--- src/rtl/cfg_pkg.sv ---
// ============================================================================
// cfg_pkg : shared definitions for the serial configuration loader
// Revision: 1.0
// ============================================================================
`default_nettype none

package cfg_pkg;

    typedef logic [1:0] state_t;

    localparam state_t ST_HUNT  = 2'd0;
    localparam state_t ST_LOAD  = 2'd1;
    localparam state_t ST_CRC   = 2'd2;
    localparam state_t ST_CHECK = 2'd3;

    localparam logic [7:0] SYNC_WORD_DEFAULT = 8'hA5;
    localparam logic [7:0] CRC_POLY          = 8'h07;
    localparam int         CRC_W             = 8;

    // One MSB-first step of the non-reflected CRC-8.
    function automatic logic [7:0] crc8_next(input logic [7:0] crc, input logic b);
        return {crc[6:0], 1'b0} ^ ((crc[7] ^ b) ? CRC_POLY : 8'h00);
    endfunction

endpackage

`default_nettype wire

--- src/rtl/crc8_serial.sv ---
// ============================================================================
// crc8_serial : bit-serial CRC-8 accumulator, clear has priority over enable
// Revision: 1.0
// ============================================================================
`default_nettype none

module crc8_serial
    import cfg_pkg::*;
(
    input  logic       clk,
    input  logic       rst_n,
    input  logic       clr,
    input  logic       en,
    input  logic       bit_in,
    output logic [7:0] crc
);

    logic [7:0] crc_q;
    logic [7:0] crc_d;

    always_comb begin
        crc_d = crc_q;
        if (clr) begin
            crc_d = 8'h00;
        end else if (en) begin
            crc_d = crc8_next(crc_q, bit_in);
        end
    end

    always_ff @(posedge clk or negedge rst_n) begin
        if (!rst_n) begin
            crc_q <= 8'h00;
        end else begin
            crc_q <= crc_d;
        end
    end

    assign crc = crc_q;

endmodule

`default_nettype wire

--- src/rtl/cfg_loader.sv ---
// ============================================================================
// cfg_loader : framed serial bitstream loader (sync, payload, CRC-8) that
//              commits logic-block configuration only on a CRC pass
// Revision: 1.0
// ============================================================================
`default_nettype none

module cfg_loader
    import cfg_pkg::*;
#(
    parameter int         CFG_SIZE   = 10,
    parameter int         NUM_BLOCKS = 4,
    parameter logic [7:0] SYNC_WORD  = SYNC_WORD_DEFAULT
) (
    input  logic                         clk,
    input  logic                         rst_n,
    input  logic                         bs_valid,
    input  logic                         bs_data,
    output logic                         bs_ready,
    input  logic                         cfg_abort,
    output logic [CFG_SIZE*NUM_BLOCKS-1:0] cfg_out,
    output logic                         cfg_valid,
    output logic                         cfg_done,
    output logic                         cfg_err,
    output logic                         busy
);

    localparam int P     = CFG_SIZE * NUM_BLOCKS;
    localparam int CNT_W = $clog2(P + 1);

    localparam logic [CNT_W-1:0] LAST_PAYLOAD = CNT_W'(P - 1);
    localparam logic [CNT_W-1:0] LAST_CRC     = CNT_W'(CRC_W - 1);

    state_t           state_q, state_d;
    logic [7:0]       hunt_q, hunt_d;
    logic [P-1:0]     shadow_q, shadow_d;
    logic [CNT_W-1:0] cnt_q, cnt_d;
    logic [P-1:0]     cfg_out_q, cfg_out_d;
    logic             cfg_valid_q, cfg_valid_d;
    logic             cfg_err_q, cfg_err_d;
    logic             cfg_done_q, cfg_done_d;

    logic             xfer;
    logic [7:0]       hunt_shift;
    logic             sync_hit;
    logic             crc_clr;
    logic             crc_en;
    logic [7:0]       crc;

    assign xfer       = bs_valid && bs_ready;
    assign hunt_shift = {hunt_q[6:0], bs_data};
    assign sync_hit   = (hunt_shift == SYNC_WORD);

    crc8_serial u_crc (
        .clk    (clk),
        .rst_n  (rst_n),
        .clr    (crc_clr),
        .en     (crc_en),
        .bit_in (bs_data),
        .crc    (crc)
    );

    always_ff @(posedge clk or negedge rst_n) begin
        if (!rst_n) begin
            state_q     <= ST_HUNT;
            hunt_q      <= 8'h00;
            shadow_q    <= '0;
            cnt_q       <= '0;
            cfg_out_q   <= '0;
            cfg_valid_q <= 1'b0;
            cfg_err_q   <= 1'b0;
            cfg_done_q  <= 1'b0;
        end else begin
            state_q     <= state_d;
            hunt_q      <= hunt_d;
            shadow_q    <= shadow_d;
            cnt_q       <= cnt_d;
            cfg_out_q   <= cfg_out_d;
            cfg_valid_q <= cfg_valid_d;
            cfg_err_q   <= cfg_err_d;
            cfg_done_q  <= cfg_done_d;
        end
    end

    always_comb begin
        state_d = state_q;
        if (cfg_abort) begin
            state_d = ST_HUNT;
        end else begin
            case (state_q)
                ST_HUNT:  if (xfer && sync_hit) state_d = ST_LOAD;
                ST_LOAD:  if (xfer && cnt_q == LAST_PAYLOAD) state_d = ST_CRC;
                ST_CRC:   if (xfer && cnt_q == LAST_CRC) state_d = ST_CHECK;
                ST_CHECK: state_d = ST_HUNT;
                default:  state_d = ST_HUNT;
            endcase
        end
    end

    // Abort drops the bit presented this cycle and leaves committed outputs alone.
    always_comb begin
        hunt_d      = hunt_q;
        shadow_d    = shadow_q;
        cnt_d       = cnt_q;
        cfg_out_d   = cfg_out_q;
        cfg_valid_d = cfg_valid_q;
        cfg_err_d   = cfg_err_q;
        cfg_done_d  = 1'b0;
        crc_clr     = 1'b0;
        crc_en      = 1'b0;
        if (cfg_abort) begin
            hunt_d = 8'h00;
            cnt_d  = '0;
        end else begin
            case (state_q)
                ST_HUNT: begin
                    if (xfer) begin
                        hunt_d = hunt_shift;
                        if (sync_hit) begin
                            cfg_err_d = 1'b0;
                            crc_clr   = 1'b1;
                            cnt_d     = '0;
                        end
                    end
                end
                ST_LOAD: begin
                    if (xfer) begin
                        shadow_d = {shadow_q[P-2:0], bs_data};
                        crc_en   = 1'b1;
                        cnt_d    = (cnt_q == LAST_PAYLOAD) ? '0 : cnt_q + CNT_W'(1);
                    end
                end
                ST_CRC: begin
                    if (xfer) begin
                        crc_en = 1'b1;
                        cnt_d  = (cnt_q == LAST_CRC) ? '0 : cnt_q + CNT_W'(1);
                    end
                end
                ST_CHECK: begin
                    hunt_d = 8'h00;
                    if (crc == 8'h00) begin
                        cfg_out_d   = shadow_q;
                        cfg_valid_d = 1'b1;
                        cfg_done_d  = 1'b1;
                    end else begin
                        cfg_err_d = 1'b1;
                    end
                end
                default: ;
            endcase
        end
    end

    always_comb begin
        bs_ready  = (state_q != ST_CHECK);
        busy      = (state_q != ST_HUNT);
        cfg_out   = cfg_out_q;
        cfg_valid = cfg_valid_q;
        cfg_done  = cfg_done_q;
        cfg_err   = cfg_err_q;
    end

endmodule

`default_nettype wire

--- config.mk ---
export PLATFORM = sky130hd
export DESIGN_NAME = cfg_loader
export DESIGN_NICKNAME = d
export VERILOG_FILES = /design/src/rtl/cfg_pkg.sv /design/src/rtl/crc8_serial.sv /design/src/rtl/cfg_loader.sv
export SDC_FILE = /design/constraint.sdc
export NUM_CORES = 1
export LEC_CHECK = 0
export BUFFER_PORTS_ARGS = -buffer_cell sky130_fd_sc_hd__clkbuf_2
export CORE_UTILIZATION = 45
export DETAILED_ROUTE_END_ITERATION = 8
export GPL_ROUTABILITY_DRIVEN = 0
export HOLD_SLACK_MARGIN = 0.02
export PLACE_DENSITY_LB_ADDON = 0.2
export SETUP_SLACK_MARGIN = 0.1
export SLEW_MARGIN = 20
export SYNTH_ARGS = -nofsm -noshare
export SYNTH_HDL_FRONTEND = slang
export SYNTH_SLANG_ARGS = --single-unit
--- constraint.sdc ---
create_clock -name clk -period 6 [get_ports clk]
set_input_delay 1.2 -clock clk [delete_from_list [all_inputs] [get_ports clk]]
set_output_delay 1.2 -clock clk [all_outputs]
set_load 0.02 [all_outputs]
==> results.toml, run 1 <==
[cts]
cts_hold_buffers = 0
cts_max_level = 3
postCtsSetupBuffers = 0
clk_pin_slew_ns = 0.10
cts_resized = 0
tritoncts = "built"
clkLatencyLatePin_ns = 0.36
cts-buffers-inserted = 9
clock_sinks = 106
clock_path_buffers = 2
root_buffer = "clkbuf_8"

[worst_setup_path]
reg2reg_slack_ns = 3.43
critPathLaunchType = "flop"
crit_path_max_incr_delay_ns = 0.51
setup.worst_path.end_class = "output port"
path_cells = "ha_1, inv_1, clkbuf_2"
required_ns = 4.80
crit_path_top_delay_cell = "ha_1"
crit_type = "flop to output port"
worstPathMaxFanout = 16
worstPathArrival_ns = 1.66

[final_layout]
mostFrequentLayoutCell = "dfrtp_1"
layout-drive-gt1-share_pct = 40.0
diodes = 0
mostFrequentLayoutCells = "dfrtp_1, clkbuf_2, mux2_2"
layout.cells.non_filler = 513
syn_to_final_growth_pct = 10.3
nNetsFinal = 385

[yosys]
yosys_register_bits = 106
syn_inst = 330
synth_cell_types = 40
ys_warn_count = 0
syn_avg_cell_area_sq_um = 13.9
syn-num-nets = 340
syn-cell-area_sq_mm = 0.00459
seq_area_frac_synth_pct = 57.8

[timing]
drv_slew = 0
fmax_ghz = 0.350
setup_viol = 0
fin_crit_ns = 2.86
hold_viol = 0
tightest_slew_ns = 0.941
fin_tns_setup_ns = 0
period_share_pct = 47.7
fin_skew_ns = 0.0124
slew_headroom_pct = 37.3
rsz0062_at_grt = "no"

[run_status]
status = "finished, final reports clean"

[route]
post-route-drc-count = 0
dr.pass1.iters = 6
vias = 2620
drt-total-wl_um = 7490
viasPerCell = 5.11
wire_per_inst_um = 14.6
antenna_left = 0
first_iter_violations = 73

[grt]
grt_max_degree = 79
grt_use_total_pct = 15.6
antenna_found_initial = 0
first_global_vias = 2520
grt_pass1_wl_um = 12600
grt_overflow = 0

[floorplan]
die_y_um = 103
design.core.area_sq_mm = 0.00982
io_pins = 50
initial_utilization_pct = 46.7
die_w_um = 103
num_rows = 36
die_area_sq_mm = 0.0106

[pwr]
power_density_mw_per_mm2 = 253
peakVddDrop_uv = 133
p_leak_nw = 2.62

[place]
port_buffers = 49
dp_cells = 497
dpl.hpwl_um = 4970

[flow_run]
drv_cap = 0

[min_path]
hp-class = "flop to flop"
==> final cells by class <==
cell class                      instances  area (sq um)
Timing Repair Buffer                   50           255
Clock buffer                           10           128
Tap cell                              133           166
Fill cell                             922          4760
Multi-Input combinational cell        201          1780
Sequential cell                       106          2650
Inverter                                7          26.3
Clock inverter                          6          51.3
==> cells by family (layout without fill, tap and decap cells) <==
kind of cell / after synthesis / in the layout / synth area share (%)
fa+ha+maj: 5 / 5 / 1.36
xor+xnor: 3 / 3 / 0.573
compound gates: 36 / 36 / 5.24
flops: 106 / 106 / 57.8
simple gates: 73 / 73 / 7.94
buf+inv: 23 / 73 / 3.36
mux: 84 / 84 / 23.7
==> cells in the mapped netlist <==
cell | instances | area share (%)
or3_1 | 1 | 0.14
a22o_1 | 2 | 0.38
nor2_1 | 16 | 1.3
mux2_4 | 38 | 12
buf_6 | 1 | 0.25
a31oi_1 | 2 | 0.27
a21boi_0 | 1 | 0.16
a22oi_1 | 8 | 1.3
and4_1 | 1 | 0.19
nand3b_1 | 1 | 0.16
or2_2 | 1 | 0.14
nand4_1 | 1 | 0.14
o21ba_2 | 1 | 0.22
o211ai_1 | 1 | 0.16
nor2b_1 | 1 | 0.14
buf_1 | 3 | 0.25
nor3_1 | 1 | 0.11
o221ai_1 | 1 | 0.19
mux2i_1 | 2 | 0.44
and3_1 | 2 | 0.27
nor4bb_1 | 3 | 0.65
ha_1 | 5 | 1.4
xnor2_1 | 3 | 0.57
a21oi_1 | 8 | 0.87
nand2b_1 | 4 | 0.55
nor4_1 | 1 | 0.14
o21ai_0 | 7 | 0.76
buf_8 | 1 | 0.33
or4_1 | 1 | 0.16
nand3_1 | 8 | 0.87
inv_1 | 7 | 0.57
nand2_1 | 27 | 2.2
mux2_2 | 44 | 11
o2bb2ai_1 | 3 | 0.57
a211oi_1 | 2 | 0.33
buf_12 | 3 | 1.3
clkbuf_1 | 8 | 0.65
and2_1 | 2 | 0.27
dfrtp_1 | 106 | 58
or4_4 | 2 | 0.49
==> power breakdown <==
group / leakage, nW / total [mW] / internal (mW) / switching (mW)
Clock: 0.0927 / 0.401 / 0.157 / 0.244
Sequential: 1.47 / 0.761 / 0.740 / 0.0217
Combinational: 1.06 / 0.120 / 0.0506 / 0.0691
==> sequential cells by signal (all words and copies together) (netlist names) <==
| register | cells |
|---|---|
| cfg_done | 1 |
| cfg_err | 1 |
| cfg_out | 40 |
| cfg_valid | 1 |
| cnt_q | 6 |
| hunt_q | 7 |
| shadow_q | 40 |
| state_q | 2 |
| u_crc.crc | 8 |
==> metal layers <==
metal  wire [um]  GRT usage [%]
met2        3480           24.0
met5           0              0
met4         123           6.83
met3         220           3.05
met1        3670           21.4
==> path summary, 6_finish.rpt <==
check / depth (start not counted) / to / from
setup / recovery: 3 / bs_ready / state_q[1]
hold / removal: 1 / cfg_valid / cfg_valid
min in group asynchronous: 1 / cfg_out[27] / rst_n
max in group asynchronous: 2 / hunt_q[2] / rst_n
hold reg to reg: 1 / cfg_valid / cfg_valid
setup reg to reg: 4 / cfg_out[34] / state_q[1]
==> critical path, delay by kind of cell, from the launching register on <==
family	cells	cell delay, ns
buffers and inverters	2	0.39
DFF	1	0.41
adders and majority gates	1	0.51
==> metrics by stage <==
step	total power, mW	area, sq um	utilization [%]	setup slack [ns]	hold slack (ns)
3_3_place_gp	0.894	4880	49.7	3.04	0.449
3_5_place_dp	0.897	4880	49.7	2.98	0.452
2_1_floorplan	0.856	4590	-	3.43	0.478
4_1_cts	1.30	5060	51.5	3.17	0.481
5_1_grt	1.35	5060	51.5	2.99	0.535
6_report	1.28	5060	51.5	3.14	0.480
Note: power is estimated with default switching activity, not from simulation.
==> run 2: changes to the inputs <==
==> constraint.sdc (replaced) <==
create_clock -name clk -period 2.3 [get_ports clk]
set_input_delay 0.46 -clock clk [delete_from_list [all_inputs] [get_ports clk]]
set_output_delay 0.46 -clock clk [all_outputs]
set_load 0.02 [all_outputs]
==> results.toml, run 2 (synthesized netlist as in run 1, its figures left out) <==
[worst_setup_path]
cp.depth = 4
setup.worst_path.end_class = "flop"
r2r_start = "u_crc.crc[4]"
critPathLaunchType = "flop"
path_cells = "or4_4, or4_4, buf_12, mux2_4"
cp_top_family = "simple AND/OR/NAND/NOR gates"
reg2reg_depth = 4
worstPathArrival_ns = 2.37
cpMostUsedCell = "or4_4"
reg2reg_slack_ns = 0.18
crit_path_max_incr_delay_ns = 0.52
cp_num_buf_inv = 1
required_ns = 2.54
reg2reg_to = "cfg_out[34]"
worstPathMaxFanout = 42
crit_type = "flop to flop"
crit_path_top_delay_cell = "or4_4"

[route]
first_iter_violations = 69
vias = 2642
dr.pass1.iters = 4
antenna_left = 0
viasPerCell = 5.06
drt-total-wl_um = 7510
post-route-drc-count = 0
wire_per_inst_um = 14.4

[run_status]
status = "finished, final reports clean"

[cts]
tritoncts = "built"
clock_sinks = 106
root_buffer = "clkbuf_8"
clkLatencyLatePin_ns = 0.36
cts_hold_buffers = 0
clk_pin_slew_ns = 0.10
clock_path_buffers = 2
cts_max_level = 3
cts-buffers-inserted = 9

[final_layout]
mostFrequentLayoutCell = "dfrtp_1"
mostFrequentLayoutCells = "dfrtp_1, clkbuf_2, mux2_2"
layout-drive-gt1-share_pct = 42.2
multi_input_area_sq_mm = 0.00179
fillers = 874
nNetsFinal = 394
regArea_sq_mm = 0.00265
diodes = 0
syn_to_final_growth_pct = 13.3
fin_util_pct = 52.9

[grt]
grt_use_total_pct = 15.8
grt_overflow = 0
first_global_vias = 2653
grt_max_degree = 43
grt_pass1_wl_um = 12800
antenna_found_initial = 0

[timing]
period_share_pct = 92.3
drv_slew = 0
fmax_ghz = 0.471
setup_viol = 0
fin_crit_ns = 2.12
fin_tns_setup_ns = 0
hold_viol = 0
rsz0062_at_grt = "no"
slew_headroom_pct = 67.4
fin_skew_ns = 0.00997
tightest_slew_ns = 0.487
layout_setup_ws_ns = 0.177

[floorplan]
die_y_um = 103
io_pins = 50
initial_utilization_pct = 46.7
die_w_um = 103
num_rows = 36
design.core.area_sq_mm = 0.00982
die_area_sq_mm = 0.0106

[flow_run]
drv_cap = 0

[pwr]
p_leak_nw = 2.68
peakVddDrop_uv = 378
p_total_mw = 3.43
power_density_mw_per_mm2 = 660

[place]
post-place-ws_ns = 0.155
dpl.hpwl_um = 4980
port_buffers = 49

[min_path]
hp-class = "input pin to async pin"
-- run 2: cell types whose count changed in the layout (fill, tap and decap cells not counted) --
cell,before,now
a31oi_1,2,1
a31oi_2,0,1
buf_12,0,3
buf_4,2,8
clkbuf_1,1,0
clkbuf_8,9,11
clkinv_2,1,0
clkinv_4,3,2
clkinvlp_4,0,1
nor4bb_1,3,2
nor4bb_2,0,1
-- run 2: worst max-delay path by stage --
stage,from,end,slack [ns]
global placement,state_q[0],cnt_q[0],0.19
detailed placement,state_q[0],cnt_q[0],0.15
CTS,u_crc.crc[3],cfg_out[14],0.17
finish,u_crc.crc[4],cfg_out[34],0.18
global route,state_q[0],cnt_q[0],0.13
floorplan,u_crc.crc[3],cfg_out[10],0.22
-- run 2: routing by layer --
| metal | part of all wire, % | vias up | GRT usage [%] |
|---|---|---|---|
| met3 | 3.2 | 4 | 3.39 |
| met4 | 0.68 | 0 | 6.72 |
| met5 | 0 | - | 0 |
| met1 | 49 | 1322 | 21.5 |
| met2 | 47 | 35 | 24.4 |
| li1 | - | 1281 | - |
-- run 2: power by group --
part           switching (mW)  total [mW]  internal, mW  leakage (nW)
Combinational           0.187       0.332         0.145          1.11
Sequential             0.0544        1.98          1.93          1.47
Clock                   0.646        1.12         0.469        0.0981
Total                   0.887        3.43          2.54          2.68
-- run 2: stage by stage --
stage	cell area [sq um]	hold slack, ns	instances
after global routing	5190	0.0501	522
after detailed placement	4990	0.449	506
final	5190	0.0436	522
after CTS	5190	0.0474	522
after floorplan	4590	0.164	330
after global placement	4990	0.445	506
-- run 2: repair_timing --
action / CTS / global route
gates resized for setup: 1 / 1
setup buffers: 0 / 0
endpoints found under the setup margin: 1 / 1
-- run 2: cell type report --
type                       count  share of cell area, %
inverter                       7                  0.506
clock inverter                 5                  0.867
timing repair buffer          59                   6.94
clock buffer                  11                   2.91
sequential                   106                   51.1
multi-input combinational    201                   34.5
tap                          133                   3.20
